$ cat src/rtl/apb_master.sv
// -----------------------------------------------------------------------------
// apb_master
//   APB requester bridging the CPU data-bus request interface onto an APB bus
//   with NUM_SLAVES peripherals. One request is in flight at a time. The slave
//   is selected by i_addr[15:12], and the access is only legal when
//   i_addr[31:16] == BASE_HI. Undecodable requests complete with an error and
//   never drive PSEL. An access that sees no PREADY for TIMEOUT_CYCLES ACCESS
//   cycles is aborted with an error.
//
// Handshake:
//   i_transfer is the request valid. It is sampled only while the bridge is
//   idle (o_busy == 0). Requests presented while o_busy == 1 are dropped, not
//   queued. Every accepted request ends with exactly one o_ready pulse, which
//   lasts one cycle. o_error qualifies that pulse. o_rdata is valid from the
//   pulse of a successful read and holds until the next successful read.
//
// Ports:
//   PCLK, PRESET         clock (rising edge), async active-low reset
//   i_transfer, i_write  request strobe and direction (1 = write)
//   i_addr, i_wdata      byte address and write data
//   o_rdata              last successful read data (registered)
//   o_ready, o_error     completion pulse and its error qualifier
//   o_busy               high whenever a request is being processed
//   PADDR, PWDATA,
//   PWRITE, PSEL,
//   PENABLE              APB requester outputs, all registered
//   PRDATA_ALL           slave read data, slave k at [32k+31:32k]
//   PREADY_ALL           slave ready, bit k for slave k
//   dbg_state            current FSM state (IDLE=0, SETUP=1, ACCESS=2, DONE=3)
// -----------------------------------------------------------------------------
module apb_master #(
  parameter int          NUM_SLAVES     = 4,
  parameter logic [15:0] BASE_HI        = 16'h1000,
  parameter int          TIMEOUT_CYCLES = 16
) (
  input  logic                      PCLK,
  input  logic                      PRESET,
  input  logic                      i_transfer,
  input  logic                      i_write,
  input  logic [31:0]               i_addr,
  input  logic [31:0]               i_wdata,
  output logic [31:0]               o_rdata,
  output logic                      o_ready,
  output logic                      o_error,
  output logic                      o_busy,
  output logic [11:0]               PADDR,
  output logic [31:0]               PWDATA,
  output logic                      PWRITE,
  output logic [NUM_SLAVES-1:0]     PSEL,
  output logic                      PENABLE,
  input  logic [32*NUM_SLAVES-1:0]  PRDATA_ALL,
  input  logic [NUM_SLAVES-1:0]     PREADY_ALL,
  output logic [1:0]                dbg_state
);

  localparam int CNT_W = $clog2(TIMEOUT_CYCLES + 1);

  typedef enum logic [1:0] {
    IDLE   = 2'd0,
    SETUP  = 2'd1,
    ACCESS = 2'd2,
    DONE   = 2'd3
  } state_t;

  state_t             state;
  logic [CNT_W-1:0]   wait_cnt;
  logic               addr_ok;
  logic [NUM_SLAVES-1:0] req_sel;
  logic [31:0]        sel_rdata;
  logic               sel_ready;

  // Address decode of the incoming request.
  assign addr_ok = (i_addr[31:16] == BASE_HI) &&
                   ({28'd0, i_addr[15:12]} < 32'(NUM_SLAVES));
  assign req_sel = NUM_SLAVES'(1) << i_addr[15:12];

  // PSEL holds the latched one-hot selection for the whole transfer, so it
  // doubles as the mux select for the returning slave signals. PREADY and
  // PRDATA of unselected slaves never reach the FSM.
  always_comb begin
    sel_rdata = '0;
    sel_ready = 1'b0;
    for (int k = 0; k < NUM_SLAVES; k++) begin
      if (PSEL[k]) begin
        sel_rdata = PRDATA_ALL[32*k +: 32];
        sel_ready = PREADY_ALL[k];
      end
    end
  end

  assign dbg_state = state;

  always_ff @(posedge PCLK or negedge PRESET) begin
    if (!PRESET) begin
      state    <= IDLE;
      wait_cnt <= '0;
      PSEL     <= '0;
      PENABLE  <= 1'b0;
      PWRITE   <= 1'b0;
      PADDR    <= '0;
      PWDATA   <= '0;
      o_rdata  <= '0;
      o_ready  <= 1'b0;
      o_error  <= 1'b0;
      o_busy   <= 1'b0;
    end else begin
      case (state)
        IDLE: begin
          o_ready <= 1'b0;
          o_error <= 1'b0;
          if (i_transfer) begin
            PADDR  <= i_addr[11:0];
            PWDATA <= i_wdata;
            PWRITE <= i_write;
            o_busy <= 1'b1;
            if (addr_ok) begin
              PSEL  <= req_sel;
              state <= SETUP;
            end else begin
              // Undecodable: skip the bus entirely and report in DONE.
              o_ready <= 1'b1;
              o_error <= 1'b1;
              state   <= DONE;
            end
          end
        end

        SETUP: begin
          PENABLE <= 1'b1;
          state   <= ACCESS;
        end

        ACCESS: begin
          if (sel_ready) begin
            if (!PWRITE) begin
              o_rdata <= sel_rdata;
            end
            PSEL     <= '0;
            PENABLE  <= 1'b0;
            o_ready  <= 1'b1;
            wait_cnt <= '0;
            state    <= DONE;
          end else if (wait_cnt == CNT_W'(TIMEOUT_CYCLES - 1)) begin
            // This is the TIMEOUT_CYCLES-th ACCESS cycle without PREADY.
            PSEL     <= '0;
            PENABLE  <= 1'b0;
            o_ready  <= 1'b1;
            o_error  <= 1'b1;
            wait_cnt <= '0;
            state    <= DONE;
          end else begin
            wait_cnt <= wait_cnt + 1'b1;
          end
        end

        DONE: begin
          o_ready  <= 1'b0;
          o_error  <= 1'b0;
          o_busy   <= 1'b0;
          wait_cnt <= '0;
          state    <= IDLE;
        end

        default: begin
          state <= IDLE;
        end
      endcase
    end
  end

endmodule

$ cat config.mk
export PLATFORM = sky130hd
export DESIGN_NAME = apb_master
export DESIGN_NICKNAME = d
export VERILOG_FILES = /design/src/rtl/apb_master.sv
export SDC_FILE = /design/constraint.sdc
export NUM_CORES = 1
export LEC_CHECK = 0
export CAP_MARGIN = 20
export CORE_MARGIN = 3
export CORE_UTILIZATION = 41
export CTS_CLUSTER_DIAMETER = 200
export DETAILED_ROUTE_END_ITERATION = 7
export PLACE_DENSITY = 0.95
export SLEW_MARGIN = 20
export SYNTH_ARGS = -nofsm -noshare
export SYNTH_HDL_FRONTEND = slang
export SYNTH_SLANG_ARGS = --single-unit
$ cat constraint.sdc
create_clock -name PCLK -period 4.6 [get_ports PCLK]
set_input_delay 0.92 -clock PCLK [delete_from_list [all_inputs] [get_ports PCLK]]
set_output_delay 0.92 -clock PCLK [all_outputs]
set_load 0.01 [all_outputs]
Yosys cells after proc, flatten, opt, wreduce, memory -nomap -nowiden

Cells that the tools add are included.

Flip-flop bits (word level): 92
Bits of input ports: 200

$add $sub $neg: 1
Order comparisons: 1
Equal/unequal tests: 10
Shift operators: 1
Multiplexer cells: 33
Bitwise operators: 1
Reductions and logical operators: 15

Operators by type and width:

| operator                                               | count |
|---|---|
| 2-to-1 mux 32 bit                                      | 4 |
| equality test 16 x 13 -> 1 bit (second input constant) | 1 |
| 2-to-1 mux 4 bit                                       | 4 |
| 2-to-1 mux 1 bit                                       | 12 |
| 2-to-1 mux 5 bit                                       | 2 |
| case mux 5 bit (2 select lines)                        | 1 |
| AND reduction 2 bit                                    | 5 |
| 2-to-1 mux 2 bit                                       | 4 |
| != test 2 bit (second input constant)                  | 4 |
| case mux 2 bit (4 select lines)                        | 1 |
| case mux 4 bit (2 select lines)                        | 1 |
| nonzero test 2 bit                                     | 4 |
| case mux 1 bit (3 select lines)                        | 2 |
| AND reduction 3 bit                                    | 2 |
| adder 5 x 1 -> 5 bit (second input constant)           | 1 |
| equality test 5 x 4 -> 1 bit (second input constant)   | 1 |
| equality test 2 bit (second input constant)            | 2 |
| < comparator 4 x 3 -> 1 bit (second input constant)    | 1 |
| case mux 1 bit (2 select lines)                        | 2 |
| AND reduction 4 bit                                    | 1 |
| << shifter 1 x 4 -> 4 bit (first input constant)       | 1 |
| != test 3 bit (second input constant)                  | 1 |
| nonzero test 3 bit                                     | 1 |
| equality test 2 x 1 -> 1 bit (second input constant)   | 1 |
| other kinds (3)                                        | 3 |

Depth between registers and ports, before layout

Word-level depth: 6
Gate-level depth with buffers: 7
Mapped depth without buffers: 6

Worst setup path after synthesis

OpenSTA, ideal clock, no wires.

Kind: input to register
From: input PREADY_ALL[1]
To: register o_rdata[0]
Setup time: 0.125 ns
Data arrival time: 2.164 ns
Data required time: 4.475 ns
Slack: 2.311 ns
Stages: 6
Buffers on the path: 2
Path through: a211oi_1 a211o_1 buf_4 nor3_4 buf_6 mux2_4

Longest elaborated chain between the ends: 4

Ends and longest elaborated chain:

| what                           | RTL line | RTL |
|---|---|---|
| start, declared                | 52       | `input logic [NUM_SLAVES-1:0] PREADY_ALL,` |
| 2-to-1 mux 1 bit (3 in series) | 84       | `if (PSEL[k]) begin` |
| AND reduction 3 bit (no line)  | --       |  |
| end signal, assigned           | 136      | `o_rdata <= sel_rdata;` |
| end, declared                  | 42       | `output logic [31:0] o_rdata,` |

No other way between the ends.
A chain may end at the register's enable or synchronous reset.

Worst setup path in the final report

From: input PREADY_ALL[1]
To: register o_rdata[8]

Same word-level chain as after synthesis.

==> impl_metrics.env <==
export IMPL_drc=0
export IMPL_antenna_found_initial=0
export IMPL_nets=899
export IMPL_min_period_over_period_pct=61.9
export IMPL_p_seq_share_pct=37.1
export IMPL_top_layer_used="met4"
export IMPL_synth_top_cells_by_area="dfrtp_1, mux2_2, mux2_4"
export IMPL_yosysUniqueCellTypes=41
export IMPL_ys_ff_latch=92
export IMPL_wl_met3_um=1620
export IMPL_peakVddDrop_v=0.000350
export IMPL_antenna_left=0
export IMPL_dr_total_vias=4700
export IMPL_setup_tns_ns=0
export IMPL_tightest_slew_ns=0.786
export IMPL_ios=287
export IMPL_synth_main_ff_cell="dfrtp_1"
export IMPL_clock_sinks=92
export IMPL_start_util_pct=42.9
export IMPL_grt_setup_unrepaired="no"
export IMPL_synth_nets=625
export IMPL_synth_edf_count=0
export IMPL_slew_violations=0
export IMPL_worstSkewPairLatency_ns=0.33
export IMPL_portBuffers=286
export IMPL_clock_fmax_mhz=351
export IMPL_period_minus_slack_ns=2.85
export IMPL_dp_cells=821
export IMPL_switchingPower_mw=0.949
export IMPL_area_growth_pct=68.0
export IMPL_cp_arrival_ns=3.06
export IMPL_grt_overflow=0
export IMPL_synth_top_cell_by_area="dfrtp_1"
export IMPL_wire_per_inst_um=20.2
export IMPL_core_rowCount=38
export IMPL_pre_cts_ws_ns=1.43
export IMPL_grt_pass1_wl_um=25900
export IMPL_cts_tree="built"
export IMPL_synth_cells=419
export IMPL_groute_usage_overall_pct=25.6
export IMPL_p_comb_share_pct=41.5
export IMPL_cts_buffers=9
export IMPL_firstDrtPassIters=6
export IMPL_root_buffer="clkbuf_16"
export IMPL_seq_area_frac_synth_pct=48.4
export IMPL_post_cts_buffers=0
export IMPL_outcome="finished clean"
export IMPL_synth_area_mm2=0.00475
export IMPL_p_int_mw=2.30
export IMPL_yosys_warnings=0
export IMPL_htree_levels=3
export IMPL_wl_met1_um=6050
export IMPL_via_per_inst=5.62
export IMPL_wl_um=16900
export IMPL_drt_initial_drc_count=296
export IMPL_crit_type="in2reg"
export IMPL_power_density_mw_per_mm2=407
export IMPL_hpwl_um=13000
export IMPL_clockPowerShare_pct=21.4
export IMPL_final_setup_viol_count=0
export IMPL_hp_class="reg2reg"
export IMPL_cts_buffer_depth=2
export IMPL_max_slew_margin_pct=47.6
export IMPL_grt_max_degree=59
export IMPL_synth_top_area_share_pct=48.4
export IMPL_finalHoldViolations=0
export IMPL_die_area_mm2=0.0129
export IMPL_gp_congestion=0.896
export IMPL_holdBufCountCts=0
export IMPL_synth_avg_cell_area_um2=11.3
export IMPL_crit_path_start_kind="primary input"
export IMPL_wl_met2_um=8810
export IMPL_grt_pass1_vias=4863
export IMPL_design_core_area_mm2=0.0111
export IMPL_p_leak_nw=3.17
export IMPL_synth_common_cells="dfrtp_1, mux2_2, nor2_1"
export IMPL_critPathMaxFanout=32
export IMPL_final_setup_skew_ns=0.00434
export IMPL_cts_clk_slew_worst_paths_ns=0.06
export IMPL_fillers=749
export IMPL_synth_most_common_cell="dfrtp_1"
export IMPL_critPathRequiredTime_ns=4.81
export IMPL_endpoint_kind="flip-flop"
export IMPL_async_flop_share_pct=100
export IMPL_fp_dieW_um=114
export IMPL_layout_drive_gt1_share_pct=14.5
export IMPL_max_cap_violations=0
export IMPL_final_util_pct=72.1
export IMPL_setup_ws_ns=1.75
export IMPL_die_height_um=114
export IMPL_p_sw_share_pct=29.2
export IMPL_cts_resized=0
export IMPL_instances_no_fill=837
through the flow:
| stage | power (mW) | instance area (um2) | hold WS, ns |
|---|---|---|---|
| 6_report | 3.25 | 7980 | 0.490 |
| 5_1_grt | 3.42 | 7980 | 0.527 |
| 4_1_cts | 3.28 | 7970 | 0.493 |
| 3_5_place_dp | 2.57 | 7690 | 0.479 |
| 3_3_place_gp | 2.51 | 7690 | 0.472 |
| 2_1_floorplan | 1.78 | 4750 | 0.505 |
layout by cell type (no fill, tap or decap), types with 3 or more instances in the layout:
cell / netlist / final
o31ai_1: 30 / 30
inv_1: 10 / 10
a211oi_1: 4 / 4
a221oi_1: 30 / 30
nand3b_1: 3 / 3
clkbuf_16: 0 / 9
a21oi_1: 7 / 7
nor2b_1: 4 / 3
nand3_1: 6 / 6
mux2_4: 20 / 20
nor4_1: 3 / 3
dfrtp_1: 92 / 91
ha_1: 6 / 6
nand2_1: 36 / 36
nand4_1: 3 / 3
o211ai_1: 8 / 8
o21a_1: 3 / 3
nor2_1: 38 / 38
buf_4: 1 / 8
clkdlybuf4s50_1: 0 / 285
mux2_2: 56 / 56
o21ai_0: 5 / 5
kinds of logic after synthesis:
group / Yosys count / synth area share [%]
fa+ha+maj: 6 / 1.58
xor+xnor: 1 / 0.184
flops: 92 / 48.4
compound gates: 97 / 15.7
buf+inv: 41 / 4.00
mux: 78 / 20.0
simple gates: 104 / 10.1
cell type report:
type	instances	area [um2]	share of cell area (%)
diodes	1	2.50	0.0313
clock buffers	11	233	2.91
clock inverters	3	40.0	0.501
inverters	10	37.5	0.470
multi-input cells	286	2260	28.4
flip-flops and latches	92	2300	28.9
well taps	140	175	2.19
repair buffers	294	2930	36.7
power by group through the flow:
stage	Sequential, mW	Combinational [mW]	Clock (mW)
2_1_floorplan	1.31	0.471	0
3_3_place_gp	1.20	1.31	0
3_5_place_dp	1.22	1.35	0
4_1_cts	1.21	1.36	0.717
5_1_grt	1.24	1.44	0.740
6_report	1.20	1.35	0.696
per-layer routing:
metal  up-vias  GRT usage [%]
li1       2099              -
met4         0           8.73
met5         -              0
met2       276           44.9
met3        29           7.69
met1      2296           29.7
final timing paths:
path	from	to	slack, ns	cells after the start
max	PREADY_ALL[1]	o_rdata[8]	1.75	6
min	o_rdata[13]	o_rdata[13]	0.49	1
max reg2reg	PSEL[2]	o_rdata[8]	1.94	5
min reg2reg	o_rdata[13]	o_rdata[13]	0.49	1
max in group asynchronous	PRESET	PWDATA[16]	3.00	2
min in group asynchronous	PRESET	PADDR[10]	0.63	1
state kept, by name, indices dropped and copies added (netlist names):
| name | cells |
|---|---|
| dbg_state | 2 |
| PSEL | 4 |
| wait_cnt | 5 |
| o_busy | 1 |
| o_rdata | 32 |
| PWDATA | 32 |
| o_error | 1 |
| PWRITE | 1 |
| PADDR | 12 |
| PENABLE | 1 |
| o_ready | 1 |
critical path: stages:
cell             delay, ns
clkdlybuf4s50_1       0.50
a211oi_1              0.10
a211o_1               0.50
nor3_4                0.16
buf_4                 0.47
mux2_2                0.40
Power figures use the tool's default switching activity.
==> RTL edit 1, RTL diff (config.mk and constraints unchanged) <==
Make the reset (`PRESET`) synchronous in one clocked block. Comments in the files are not updated.
--- a/src/rtl/apb_master.sv
+++ b/src/rtl/apb_master.sv
@@ -92,3 +92,3 @@
 
-  always_ff @(posedge PCLK or negedge PRESET) begin
+  always_ff @(posedge PCLK) begin
     if (!PRESET) begin
Formal check against the unedited RTL: differs if PRESET is asserted again (counterexample within 4 cycles, from zero or initial values and one cycle with PRESET low); with PRESET held inactive, the same outputs for 4 cycles.
==> RTL edit 1 against the original RTL <==
- setup slack improved by 84 ps
- area after synthesis shrank 1.3%
- sequential share of layout area shrank 5.5 points
- global-route usage rose by 0.68 points
- critical path type is now reg2out
- largest cell class unchanged
- final area shrank 1.2%
- clock power rose by 22%
- worst hold slack got worse by 33 ps
- wire length grew 3.8%
- total power fell by 20%
- critical path depth shrank 4
- utilization is 0.56 points lower
- count of clock-buffer cells in the layout shrank 2
- sequential cell count is the same
==> RTL edit 1: results <==
# TYPE chip_impl_metric gauge
chip_impl_metric{name="path_max_fanout",unit=""} 68
chip_impl_info{name="ys_top_cells_by_area",value="dfxtp_1 39%, nand2_1 11%, o311a_1 6.8%"} 1
chip_impl_info{name="result_of_the_run",value="finished, final reports clean"} 1
chip_impl_info{name="rr_startpoint",value="PSEL[3]"} 1
chip_impl_metric{name="critPathArrivalTime",unit="ps"} 1840
chip_impl_metric{name="drtPass1Iterations",unit=""} 5
chip_impl_metric{name="yosysUniqueCellTypes",unit=""} 45
chip_impl_metric{name="worst_pin_slew",unit="ps"} 1060
chip_impl_info{name="synth_ff_type",value="dfxtp_1"} 1
chip_impl_metric{name="synth_cells",unit=""} 568
chip_impl_metric{name="cp_slowest_stage_delay",unit="ps"} 660
chip_impl_info{name="worst-setup-path-type",value="reg2out"} 1
chip_impl_metric{name="holdPathStages",unit=""} 2
chip_impl_metric{name="fin_nets",unit=""} 1021
chip_impl_metric{name="dpl_worst_slack",unit="ps"} 1541
chip_impl_metric{name="fill_count",unit=""} 791
chip_impl_metric{name="placed_cell_area",unit="sq um"} 7518
chip_impl_metric{name="grt_pass1_wl",unit="um"} 27420
chip_impl_metric{name="sequential_share_of_the_synthesized_area",unit="%"} 39.26
chip_impl_metric{name="power.static_leakage",unit="nW"} 2.765
chip_impl_metric{name="grt_max_degree",unit=""} 70
chip_impl_metric{name="share_of_layout_cells_above_drive_strength_1",unit="%"} 3.780
chip_impl_metric{name="routed_wirelength",unit="um"} 17540
chip_impl_metric{name="area_delta_synth_final",unit="%"} 68.15
chip_impl_metric{name="timing.final.ws_setup",unit="ps"} 1837
chip_impl_metric{name="dr_total_vias",unit=""} 5454
chip_impl_metric{name="synthArstFlopShare",unit="%"} 0
chip_impl_metric{name="globalplace.congestion",unit=""} 0.9201
chip_impl_metric{name="worst_reg_to_reg_cells",unit=""} 4
chip_impl_metric{name="dpl.hpwl",unit="um"} 13080
==> RTL edit 1: cell count changes after synthesis, sizes merged, moves of 4 or more <==
cell and delta:
nand2 +97, dfrtp -92, dfxtp +92, mux2 -77, a21oi +43, nor2 -33, o21bai +32, o311a +32
nor2b +30, clkbuf +26, o211ai -6, a31oi +4
==> RTL edit 1: final timing paths <==
path,slack [ps],to
hold reg to reg,460,PWDATA[3]
setup / recovery,1840,PSEL[3]
hold / removal,460,PWDATA[3]
setup reg to reg,2080,o_rdata[19]
==> RTL edit 1: logic make-up (layout without fill, tap and decap cells) <==
| group | Yosys count | count (layout) | synth area share (%) |
|---|---|---|---|
| compound gates | 202 | 202 | 32.52 |
| fa+ha+maj | 6 | 6 | 1.600 |
| buf+inv | 64 | 316 | 6.161 |
| flops | 92 | 92 | 39.26 |
| mux | 1 | 1 | 0.2134 |
| simple gates | 203 | 203 | 20.25 |
==> RTL edit 1: layout make-up <==
class	count	area share [%]
clock buffers	9	2.855
repair buffers	293	37.06
flip-flops and latches	92	23.40
clock inverters	7	1.570
multi-input cells	412	32.57
inverters	7	0.3331
well taps	140	2.221
==> RTL edit 1: where the power goes <==
| group | internal, mW | total [mW] | leakage (nW) | switching [mW] |
|---|---|---|---|---|
| Combinational | 0.412 | 0.801 | 1.85 | 0.388 |
| Clock | 0.535 | 0.846 | 0.160 | 0.311 |
| Sequential | 0.892 | 0.949 | 0.750 | 0.0569 |
| Total | 1.84 | 2.60 | 2.76 | 0.757 |
==> RTL edit 1: routing by layer <==
| layer | global-route usage [%] | vias up | wire length [um] |
|---|---|---|---|
| met5 | 0 | - | 0 |
| met4 | 13.54 | 0 | 814 |
| met3 | 9.091 | 53 | 1946 |
| li1 | - | 2584 | - |
| met2 | 45.26 | 306 | 8691 |
| met1 | 28.38 | 2511 | 6086 |
==> RTL edit 2, RTL diff (same flow settings) <==
Made on the original files. Set the parameter `TIMEOUT_CYCLES` to 32 (it was 16).
--- a/src/rtl/apb_master.sv
+++ b/src/rtl/apb_master.sv
@@ -33,3 +33,3 @@
   parameter logic [15:0] BASE_HI        = 16'h1000,
-  parameter int          TIMEOUT_CYCLES = 16
+  parameter int          TIMEOUT_CYCLES = 32
 ) (
Behaviour: no difference found for any inputs over 4 cycles, from zero or initial values and one cycle with PRESET low; that may be too few to reach the edited logic, so the function may still have changed.
==> RTL edit 2 against the original RTL <==
- sequential power is 23% higher
- first-iteration DRC count shrank 25%
- area after synthesis is 2.7% lower
- count of clock-buffer cells in the layout decreased by 2
- sequential cell count up 1
- wire length down 4.8%
- final area down 1.6%
- fmax shrank 4.1%
- total power increased by 43%
- final cell count grew 2.5%
- setup slack got worse by 120 ps
==> RTL edit 2: results <==
# TYPE chip_impl_metric gauge
chip_impl_info{name="result_of_the_run",value="finished, final reports clean"} 1
chip_impl_metric{name="syn_nets",unit=""} 653
chip_impl_metric{name="avgSynthCellArea",unit="sq um"} 10.34
chip_impl_metric{name="place.detailed.instances",unit=""} 842
chip_impl_metric{name="sequential_share_of_the_synthesized_area",unit="%"} 50.34
chip_impl_metric{name="timing.slew.headroom",unit="%"} 30.12
chip_impl_metric{name="antenna_found_initial",unit=""} 1
chip_impl_info{name="synth_ff_type",value="dfrtp_1"} 1
chip_impl_metric{name="routed_wirelength",unit="um"} 16090
chip_impl_metric{name="first_global_vias",unit=""} 4959
chip_impl_metric{name="grt_total_usage",unit="%"} 24.75
chip_impl_metric{name="first_iter_violations",unit=""} 221
chip_impl_metric{name="dr_total_vias",unit=""} 4552
chip_impl_metric{name="share_of_layout_cells_above_drive_strength_1",unit="%"} 11.16
chip_impl_metric{name="critPathArrivalTime",unit="ps"} 2050
chip_impl_info{name="post_synth_most_frequent_cells",value="93 x dfrtp_1, 49 x mux2_2, 41 x nand2_1"} 1
chip_impl_info{name="crit_path_top_delay_cell",value="dfrtp_2"} 1
chip_impl_metric{name="finalClockSkew",unit="ps"} 9.007
chip_impl_info{name="ys_top_cells_by_area",value="dfrtp_1 50%, mux2_2 12%, a221oi_1 5.7%"} 1
chip_impl_metric{name="power.static_leakage",unit="nW"} 3.146
chip_impl_metric{name="layout.cells.non_filler",unit=""} 858
chip_impl_metric{name="cp_slowest_stage_delay",unit="ps"} 1010
chip_impl_metric{name="drtPass1Iterations",unit=""} 4
chip_impl_metric{name="fin_nets",unit=""} 919
chip_impl_metric{name="power.ir.vdd_worst",unit="uV"} 376.4
chip_impl_metric{name="grt_pass1_wl",unit="um"} 24940
chip_impl_info{name="cp_top_family",value="flip-flops"} 1
chip_impl_metric{name="path_max_fanout",unit=""} 68
chip_impl_metric{name="globalplace.congestion",unit=""} 0.8851
==> RTL edit 2: cell count changes in the layout (fill, tap and decap cells not counted), sizes merged, moves of 5 or more <==
cell,change
a21oi,+33
nor3,+31
o21ai,+31
o31ai,-30
nor2b,+29
nor2,-25
mux2,-24
o211ai,-8
buf,-6
nand2,+5
==> RTL edit 2: worst paths after layout <==
check,from,endpoint,slack (ps),depth (start not counted)
min in group asynchronous,PRESET,o_rdata[9],670,1
max in group asynchronous,PRESET,PSEL[3],3330,1
max reg2reg,PSEL[2],o_rdata[20],1680,4
min reg2reg,o_rdata[14],o_rdata[14],490,2
max,PSEL[2],PSEL[2],1630,1
min,o_rdata[14],o_rdata[14],490,2
==> RTL edit 2: report_power, final <==
part	internal (mW)	switching (mW)
combinational	1.34	1.07
sequential	1.21	0.276
clock	0.423	0.320
==> RTL edit 2: worst reg2reg max path, stage by stage, from the launching register on <==
cell and delay [ps]:
dfrtp_2 1010, a211oi_1 110, a211o_1 420, or3_2 850, mux2_2 420
==> RTL edit 2: through the flow <==
stage | power, mW | worst slack [ps] | cell area (sq um)
floorplan | 2.631 | 2237 | 4623
global placement | 3.790 | 1386 | 7551
detailed placement | 3.921 | 1336 | 7551
CTS | 4.680 | 1637 | 7848
global route | 4.929 | 1478 | 7859
finish | 4.641 | 1633 | 7859
==> RTL edit 2: logic make-up after synthesis <==
family	Yosys count	synth area share [%]
and+or+nand+nor	141	15.67
AOI/OAI and AO/OA	113	15.18
DFF	93	50.34
muxes	54	13.45
buffers and inverters	37	3.166
adders and majority gates	6	1.624
xor gates and xnor gates	3	0.5684
==> RTL edit 2: area by class of cell <==
cell class | count | area, sq um
well taps | 140 | 175.2
multi-input cells | 317 | 2161
inverters | 4 | 15.01
clock buffers | 9 | 225.2
diodes | 1 | 2.502
clock inverters | 6 | 71.32
fillers | 771 | 3077
flip-flops and latches | 93 | 2330
repair buffers | 288 | 2879
==> RTL edit 2: routing by layer <==
| metal | up-vias | track usage [%] | part of all wire [%] |
|---|---|---|---|
| li1 | 2154 | - | - |
| met1 | 2162 | 26.82 | 36 |
| met2 | 197 | 46.52 | 54 |
| met3 | 39 | 5.660 | 7.3 |
| met4 | 0 | 9.535 | 3.1 |
| met5 | - | 0 | 0 |
